$ cat src/rtl/operand2_pipe.sv
// operand2_pipe: forms the second ALU operand from a register value, a raw
// 22-bit immediate and a 4-bit operand-select code. The formed operand is
// queued in a small FIFO (DEPTH entries) with valid/ready handshakes on
// both sides.
//
// Ports:
//   clk        clock, rising edge
//   rst_n      asynchronous active-low reset
//   flush      synchronous discard of all buffered entries
//   in_valid   producer offers a request
//   in_ready   block can accept (registered, no path from out_ready)
//   in_r       register-file operand
//   in_imm     raw immediate field
//   in_is      operand-select code
//   out_valid  head entry valid
//   out_ready  consumer takes the head entry
//   out_n      formed operand at head
//   out_is     select code captured with the head entry
//   count      number of occupied entries
module operand2_pipe #(
  parameter  int DATA_W = 32,
  parameter  int DEPTH  = 2,
  localparam int SH_W   = (DATA_W == 64) ? 6 : 5,
  localparam int AW     = $clog2(DEPTH),
  localparam int CW     = AW + 1
) (
  input  logic              clk,
  input  logic              rst_n,
  input  logic              flush,
  input  logic              in_valid,
  output logic              in_ready,
  input  logic [DATA_W-1:0] in_r,
  input  logic [21:0]       in_imm,
  input  logic [3:0]        in_is,
  output logic              out_valid,
  input  logic              out_ready,
  output logic [DATA_W-1:0] out_n,
  output logic [3:0]        out_is,
  output logic [CW-1:0]     count
);

  if (DATA_W != 32 && DATA_W != 64) begin : g_bad_w
    $error("operand2_pipe: DATA_W must be 32 or 64");
  end
  if (DEPTH < 2 || DEPTH > 16 || (DEPTH & (DEPTH - 1)) != 0) begin : g_bad_d
    $error("operand2_pipe: DEPTH must be a power of two in 2..16");
  end

  logic [DATA_W-1:0] n_d;
  logic [DATA_W-1:0] n_mem_q [DEPTH];
  logic [3:0]        is_mem_q [DEPTH];
  logic [AW-1:0]     wptr_q, rptr_q;
  logic [CW-1:0]     cnt_q;
  // Low while in reset, high from the first edge after release; keeps
  // in_ready low during reset without touching the count logic.
  logic              rdy_q;
  logic              push, pop;

  // Operand formation
  always_comb begin
    n_d = '0;
    casez (in_is)
      4'b00??:                   n_d = DATA_W'({in_imm, 10'b0});
      4'b01??:                   n_d = {{(DATA_W-22){in_imm[21]}}, in_imm};
      4'b1000, 4'b1100, 4'b1110: n_d = in_r;
      4'b1001, 4'b1101, 4'b1111: n_d = {{(DATA_W-13){in_imm[12]}}, in_imm[12:0]};
      4'b1010:                   n_d = DATA_W'(in_r[SH_W-1:0]);
      4'b1011:                   n_d = DATA_W'(in_imm[SH_W-1:0]);
      default:                   n_d = '0;
    endcase
  end

  assign in_ready  = rdy_q && (cnt_q != CW'(DEPTH));
  assign out_valid = (cnt_q != '0);
  assign push      = in_valid && in_ready;
  assign pop       = out_valid && out_ready;
  assign count     = cnt_q;
  assign out_n     = n_mem_q[rptr_q];
  assign out_is    = is_mem_q[rptr_q];

  // Storage is not reset; only entries below count are ever observed.
  always_ff @(posedge clk) begin
    if (push && !flush) begin
      n_mem_q[wptr_q]  <= n_d;
      is_mem_q[wptr_q] <= in_is;
    end
  end

  always_ff @(posedge clk or negedge rst_n) begin
    if (!rst_n) begin
      wptr_q <= '0;
      rptr_q <= '0;
      cnt_q  <= '0;
      rdy_q  <= 1'b0;
    end else begin
      rdy_q <= 1'b1;
      if (flush) begin
        wptr_q <= '0;
        rptr_q <= '0;
        cnt_q  <= '0;
      end else begin
        // DEPTH is a power of two, so natural pointer overflow wraps.
        if (push) wptr_q <= wptr_q + AW'(1);
        if (pop)  rptr_q <= rptr_q + AW'(1);
        case ({push, pop})
          2'b10:   cnt_q <= cnt_q + CW'(1);
          2'b01:   cnt_q <= cnt_q - CW'(1);
          default: cnt_q <= cnt_q;
        endcase
      end
    end
  end

endmodule

$ cat config.mk
export PLATFORM = sky130hd
export DESIGN_NAME = operand2_pipe
export DESIGN_NICKNAME = d
export VERILOG_FILES = /design/src/rtl/operand2_pipe.sv
export SDC_FILE = /design/constraint.sdc
export NUM_CORES = 1
export LEC_CHECK = 0
export CAP_MARGIN = 20
export CELL_PAD_IN_SITES_DETAIL_PLACEMENT = 1
export CELL_PAD_IN_SITES_GLOBAL_PLACEMENT = 1
export CORE_MARGIN = 3
export CORE_UTILIZATION = 40
export CTS_CLUSTER_SIZE = 8
export DETAILED_ROUTE_END_ITERATION = 10
export PLACE_DENSITY_LB_ADDON = 0.1
export SETUP_SLACK_MARGIN = 0.5
export SYNTH_ARGS = -nofsm -noshare
export SYNTH_HDL_FRONTEND = slang
export SYNTH_SLANG_ARGS = --single-unit
$ cat constraint.sdc
create_clock -name clk -period 8.7 [get_ports clk]
set_input_delay 1.305 -clock clk [delete_from_list [all_inputs] [get_ports clk]]
set_output_delay 1.305 -clock clk [all_outputs]
set_load 0.01 [all_outputs]
# Yosys cells after proc, flatten, opt, wreduce, memory -nomap -nowiden

Memory sizes are Yosys's and may differ from the RTL's.
Index checks and enable logic that the tools add are counted.

Bits in registers: 5
Bits in latches: 0
Memories: 2
RAM bits: 72
Output and inout port bits: 40
Word-level logic and storage cells: 43
Bits in read-only memories: 0
Input port bits: 63

Memory list:

| name     | depth | width | rd ports | clocked after memory_dff | write ports | line | source |
|---|---|---|---|---|---|---|---|
| n_mem_q  | 2     | 32    | 1        | 0                        | 1           | 50   | `logic [DATA_W-1:0] n_mem_q [DEPTH];` |
| is_mem_q | 2     | 4     | 1        | 0                        | 1           | 51   | `logic [3:0] is_mem_q [DEPTH];` |

Bitwise logic cells: 0
$lt $le $gt $ge: 0
Equal/unequal tests: 12
Multiplexer cells: 9
Shifts and indexed selects: 0
Add/subtract/negate cells: 4
$mul: 0
Div/mod/pow operators: 0
Reductions and logical operators: 12

Operators by type and width:

| kind                                              | number |
|---|---|
| case mux 32 bit (6 select lines)                  | 1 |
| == test 4 bit (second input constant)             | 8 |
| 2-to-1 mux 1 bit                                  | 6 |
| nonzero test 2 bit                                | 3 |
| OR reduction 3 bit                                | 2 |
| == test 2 x 1 -> 1 bit (second input constant)    | 2 |
| logical AND 1 bit                                 | 4 |
| case mux 2 bit (2 select lines)                   | 1 |
| nonzero test 3 bit                                | 1 |
| adder 1 bit (second input constant)               | 2 |
| adder 2 x 1 -> 2 bit (second input constant)      | 1 |
| == test 2 bit (second input constant)             | 1 |
| logical NOT 2 bit                                 | 1 |
| 2-to-1 mux 2 bit                                  | 1 |
| != test 2 bit (second input constant)             | 1 |
| subtractor 2 x 1 -> 2 bit (second input constant) | 1 |
| logical NOT 1 bit                                 | 1 |

# Longest topological paths before layout

Depth after elaboration: 6
Mapped depth: 6
Depth with buffers taken out: 4

# Least setup slack after synthesis

OpenSTA, ideal clock, no wires.

Path kind: input -> register
From: in in_valid
To: mem is_mem_q[1][0] (enable)
Data required time: 8218 ps
Buffers on the path: 0
Setup time: 482 ps
Arrival: 4224 ps
Slack: 3994 ps
Stages on the path: 2
Path through: nand3_1 nor3b_1

Longest elaborated chain between the ends: 4

RTL lines:

| element                                | line | source |
|---|---|---|
| from (decl)                            | 30   | `input logic in_valid,` |
| logical AND 1 bit                      | 75   | `assign push = in_valid && in_ready;` |
| logical AND 1 bit                      | 83   | `if (push && !flush) begin` |
| 2-to-1 mux 1 bit                       | 83   |  |
| 2-to-1 mux 1 bit (implied by the code) | 85   | `is_mem_q[wptr_q] <= in_is;` |
| to (decl)                              | 51   |  |

Every way passes these cells.

# Worst setup path after layout

From: in in_is[3]
To: mem n_mem_q[0][12], data pin

Longest elaborated chain between the ends: 3
Elaborated cells on any way between the ends: 13

RTL lines:

| element                            | line | source |
|---|---|---|
| from (decl)                        | 34   | `input logic [3:0] in_is,` |
| == test 4 bit                      | 62   | `casez (in_is)` |
| OR reduction 3 bit                 | 62   |  |
| case mux 32 bit (6 select lines) * | 62   |  |
| net n_d[12]                        | 49   | `logic [DATA_W-1:0] n_d;` |
| to (decl)                          | 50   |  |

The timed path passes the listed nets; every way through them passes the cells marked *.

==> summary.md <==
| Metric | Value |
|---|---|
| Largest net degree at the start of global routing | `38` |
| Hold depth | `2` |
| Via count | `2,404` |
| Initial Util | `0.416` |
| Fill cell count | `847` |
| Port bufs | `102` |
| Endpoint, Worst Hold | `wptr_q$_DFFE_PN0P_` |
| Core Rows | `33` |
| P_sw | `0.000184 W` |
| Clk buf depth | `2` |
| Mapped Cells | `243` |
| Inserted Diodes | `0` |
| Vias in the first global route | `2,658` |
| Ys async rst share | `0.0649` |
| Power Dens Cells | `169 nW/um^2` |
| Ys flop type | `edfxtp_1` |
| RSZ-0062 raised after global routing | `false` |
| YS warnings | `0` |
| Combinational share of power | `0.153` |
| Crit path time final | `3.34 ns` |
| GPL Wtd Cong | `0.790` |
| Pre-antenna DRT Iters | `4` |
| WL final | `9090 um` |
| Nets | `409` |
| Gr ovfl total | `0` |
| Post-synthesis sequential area ratio | `0.663` |
| Clock sink count | `77` |
| Max Cap Viol | `0` |
| Most frequent cells in the layout | `clkdlybuf4s50_1, edfxtp_1, mux2_2` |
| Reg-to-reg endpoint | `n_mem_q[1][12]$_DFFE_PP_` |
| Clock Latency Late Sink | `0.34 ns` |
| Final Power | `0.000801 W` |
| Worst Path Arrival | `3.51 ns` |
| Share of total power in sequential cells | `0.527` |
| Iter 0 DRT Violations | `122` |
| Die width | `98.9 um` |
| Routed Antenna Nets | `0` |
| # resized after CTS | `0` |
| Clock Skew | `0.00785 ns` |
| Worst Tran Pin Value | `1.06 ns` |
| Num ports | `103` |
| FF-to-FF setup slack | `6.75 ns` |
| Critical Path End Type | `flip-flop` |
| Hold Path Origin | `wptr_q$_DFFE_PN0P_` |
| Core ar. | `8300 sq um` |
| HP Class | `flip-flop to flip-flop` |
| Post-route core utilization | `0.572` |
| CP Class | `input pin to flip-flop` |
| Post-CTS Hold Fix Bufs | `0` |
| Net Sw Frac | `0.229` |
| CP max FO | `26` |
| Post-route clock period utilization | `0.384` |
| H-tree levels | `3` |
| Seq cells post-synth | `77` |
| Final hold viol count | `0` |
| Layout cells sized above 1 | `0.177` |
| Vias/cell | `5.27` |
| First-pass GRT wire length | `14,300 um` |
| Clock power frac | `0.320` |
| TritonCTS clock tree | `done` |
| Drt drc | `0` |
| Die Span Y | `98.9 um` |
| Commonest non-fill, non-tap cell in the layout | `clkdlybuf4s50_1` |
| Worst vdd ir | `0.0715 mV` |
| DR WL/cell | `19.9 um` |
| Post-CTS Setup Bufs | `0` |
| Post-synth EDFFs | `72` |
| TritonCTS Buffers | `9` |
| R2R depth | `4` |
| Mean post-synth cell area | `14.2 sq um` |
| Leakage | `1.63 nW` |
| Relative slew margins | `0.290` |
| Antenna violations before repair | `0` |
| Die ar. | `9780 sq um` |
| Detail Placement HPWL | `6350 um` |
| CP required | `8.87 ns` |
| Outcome | `complete, no violations` |
| Final setup violation count | `0` |
| Area grow syn2layout | `37.4%` |
| Setup TNS | `0 ns` |
| GRT Util Overall | `0.193` |
| Synth cell types | `31` |
| CTS root buf | `clkbuf_8` |
| F_max | `0.299 GHz` |
| Reg clk slew, reported paths | `0.08 ns` |
| Mapped Area | `3450 sq um` |
| Critical R2R Launch | `count[0]$_DFFE_PN0P_` |
| Startpoint Class | `input pin` |
| Internal | `0.000618 W` |
| Synth Net Count | `306` |
| Max-slew violations | `0` |
## synth_stat cells (2+ instances only)
cell / instances / share of area
o21bai_1: 2 / 0.0043
buf_2: 9 / 0.013
a21oi_1: 22 / 0.032
a22oi_1: 10 / 0.022
or2_2: 2 / 0.0036
nand2_1: 16 / 0.017
inv_1: 2 / 0.0022
dfrtp_1: 5 / 0.036
a22o_1: 10 / 0.025
buf_4: 2 / 0.0043
o21ai_0: 3 / 0.0043
nor2_1: 25 / 0.027
nor2b_1: 2 / 0.0036
mux2_2: 41 / 0.13
nand2b_1: 3 / 0.0054
xor2_1: 3 / 0.0076
edfxtp_1: 72 / 0.63
## power groups by stage
stage          Clock (W)  Sequential (W)  Combinational [W]
6_report        0.000257        0.000422           0.000122
5_1_grt         0.000280        0.000423           0.000132
4_1_cts         0.000264        0.000422           0.000124
3_5_place_dp           0        0.000431           0.000123
3_3_place_gp           0        0.000430           0.000121
2_1_floorplan          0        0.000430          0.0000554
## area by class of cell
class / count / area [sq um] / share of cell area
Tap cell: 105 / 131 / 0.0277
Multi-Input combinational cell: 151 / 1090 / 0.230
Clock buffer: 11 / 131 / 0.0277
Inverter: 2 / 7.51 / 0.00158
Timing Repair Buffer: 105 / 1040 / 0.220
Clock inverter: 5 / 51.3 / 0.0108
Sequential cell: 77 / 2290 / 0.482
## cells by family after synthesis
family                 synth area share
AND/OR/NAND/NOR                  0.0743
buffers and inverters            0.0239
AO/OA/AOI/OAI                    0.0939
other                           0.00109
flip-flops                        0.663
XOR/XNOR                        0.00761
multiplexers                      0.137
## per-stage QoR
step           instances  setup slack [ns]  instance area [sq um]  hold slack (ns)
6_report             456              5.36                   4740            0.611
2_1_floorplan        243              3.99                   3450            0.519
5_1_grt              456              5.18                   4740            0.636
3_3_place_gp         440              5.10                   4560            0.554
4_1_cts              456              5.32                   4740            0.598
3_5_place_dp         440              5.03                   4560            0.581
## layer usage
metal | global-route usage | wire, um | vias up
met5 | 0 | 0 | -
met4 | 0.0620 | 129 | 0
met3 | 0.0368 | 438 | 10
met2 | 0.331 | 4680 | 76
met1 | 0.248 | 3850 | 1199
li1 | - | - | 1119
## how the worst max path moves through the flow
stage	end	slack, ns	startpoint
after floorplan	is_mem_q[1][0]$_DFFE_PP_	3.99	in_valid
after global placement	n_mem_q[0][10]$_DFFE_PP_	5.10	in_is[3]
after detailed placement	n_mem_q[1][12]$_DFFE_PP_	5.03	in_is[3]
after CTS	out_n[14]	5.32	rptr_q$_DFFE_PN0P_
after global routing	n_mem_q[1][10]$_DFFE_PP_	5.18	in_is[3]
final	n_mem_q[0][12]$_DFFE_PP_	5.36	in_is[3]
## state kept, by name (all words and copies together), names as in the netlist
| name | cells |
|---|---|
| n_mem_q | 64 |
| is_mem_q | 8 |
| rptr_q | 1 |
| count | 2 |
| rdy_q | 1 |
| wptr_q | 1 |
## critical path: stages
cell and delay (ns):
clkdlybuf4s50_1 0.79, nor3b_4 0.96, a22oi_1 0.22, a21oi_1 0.23
(Power assumes the default switching activity.)
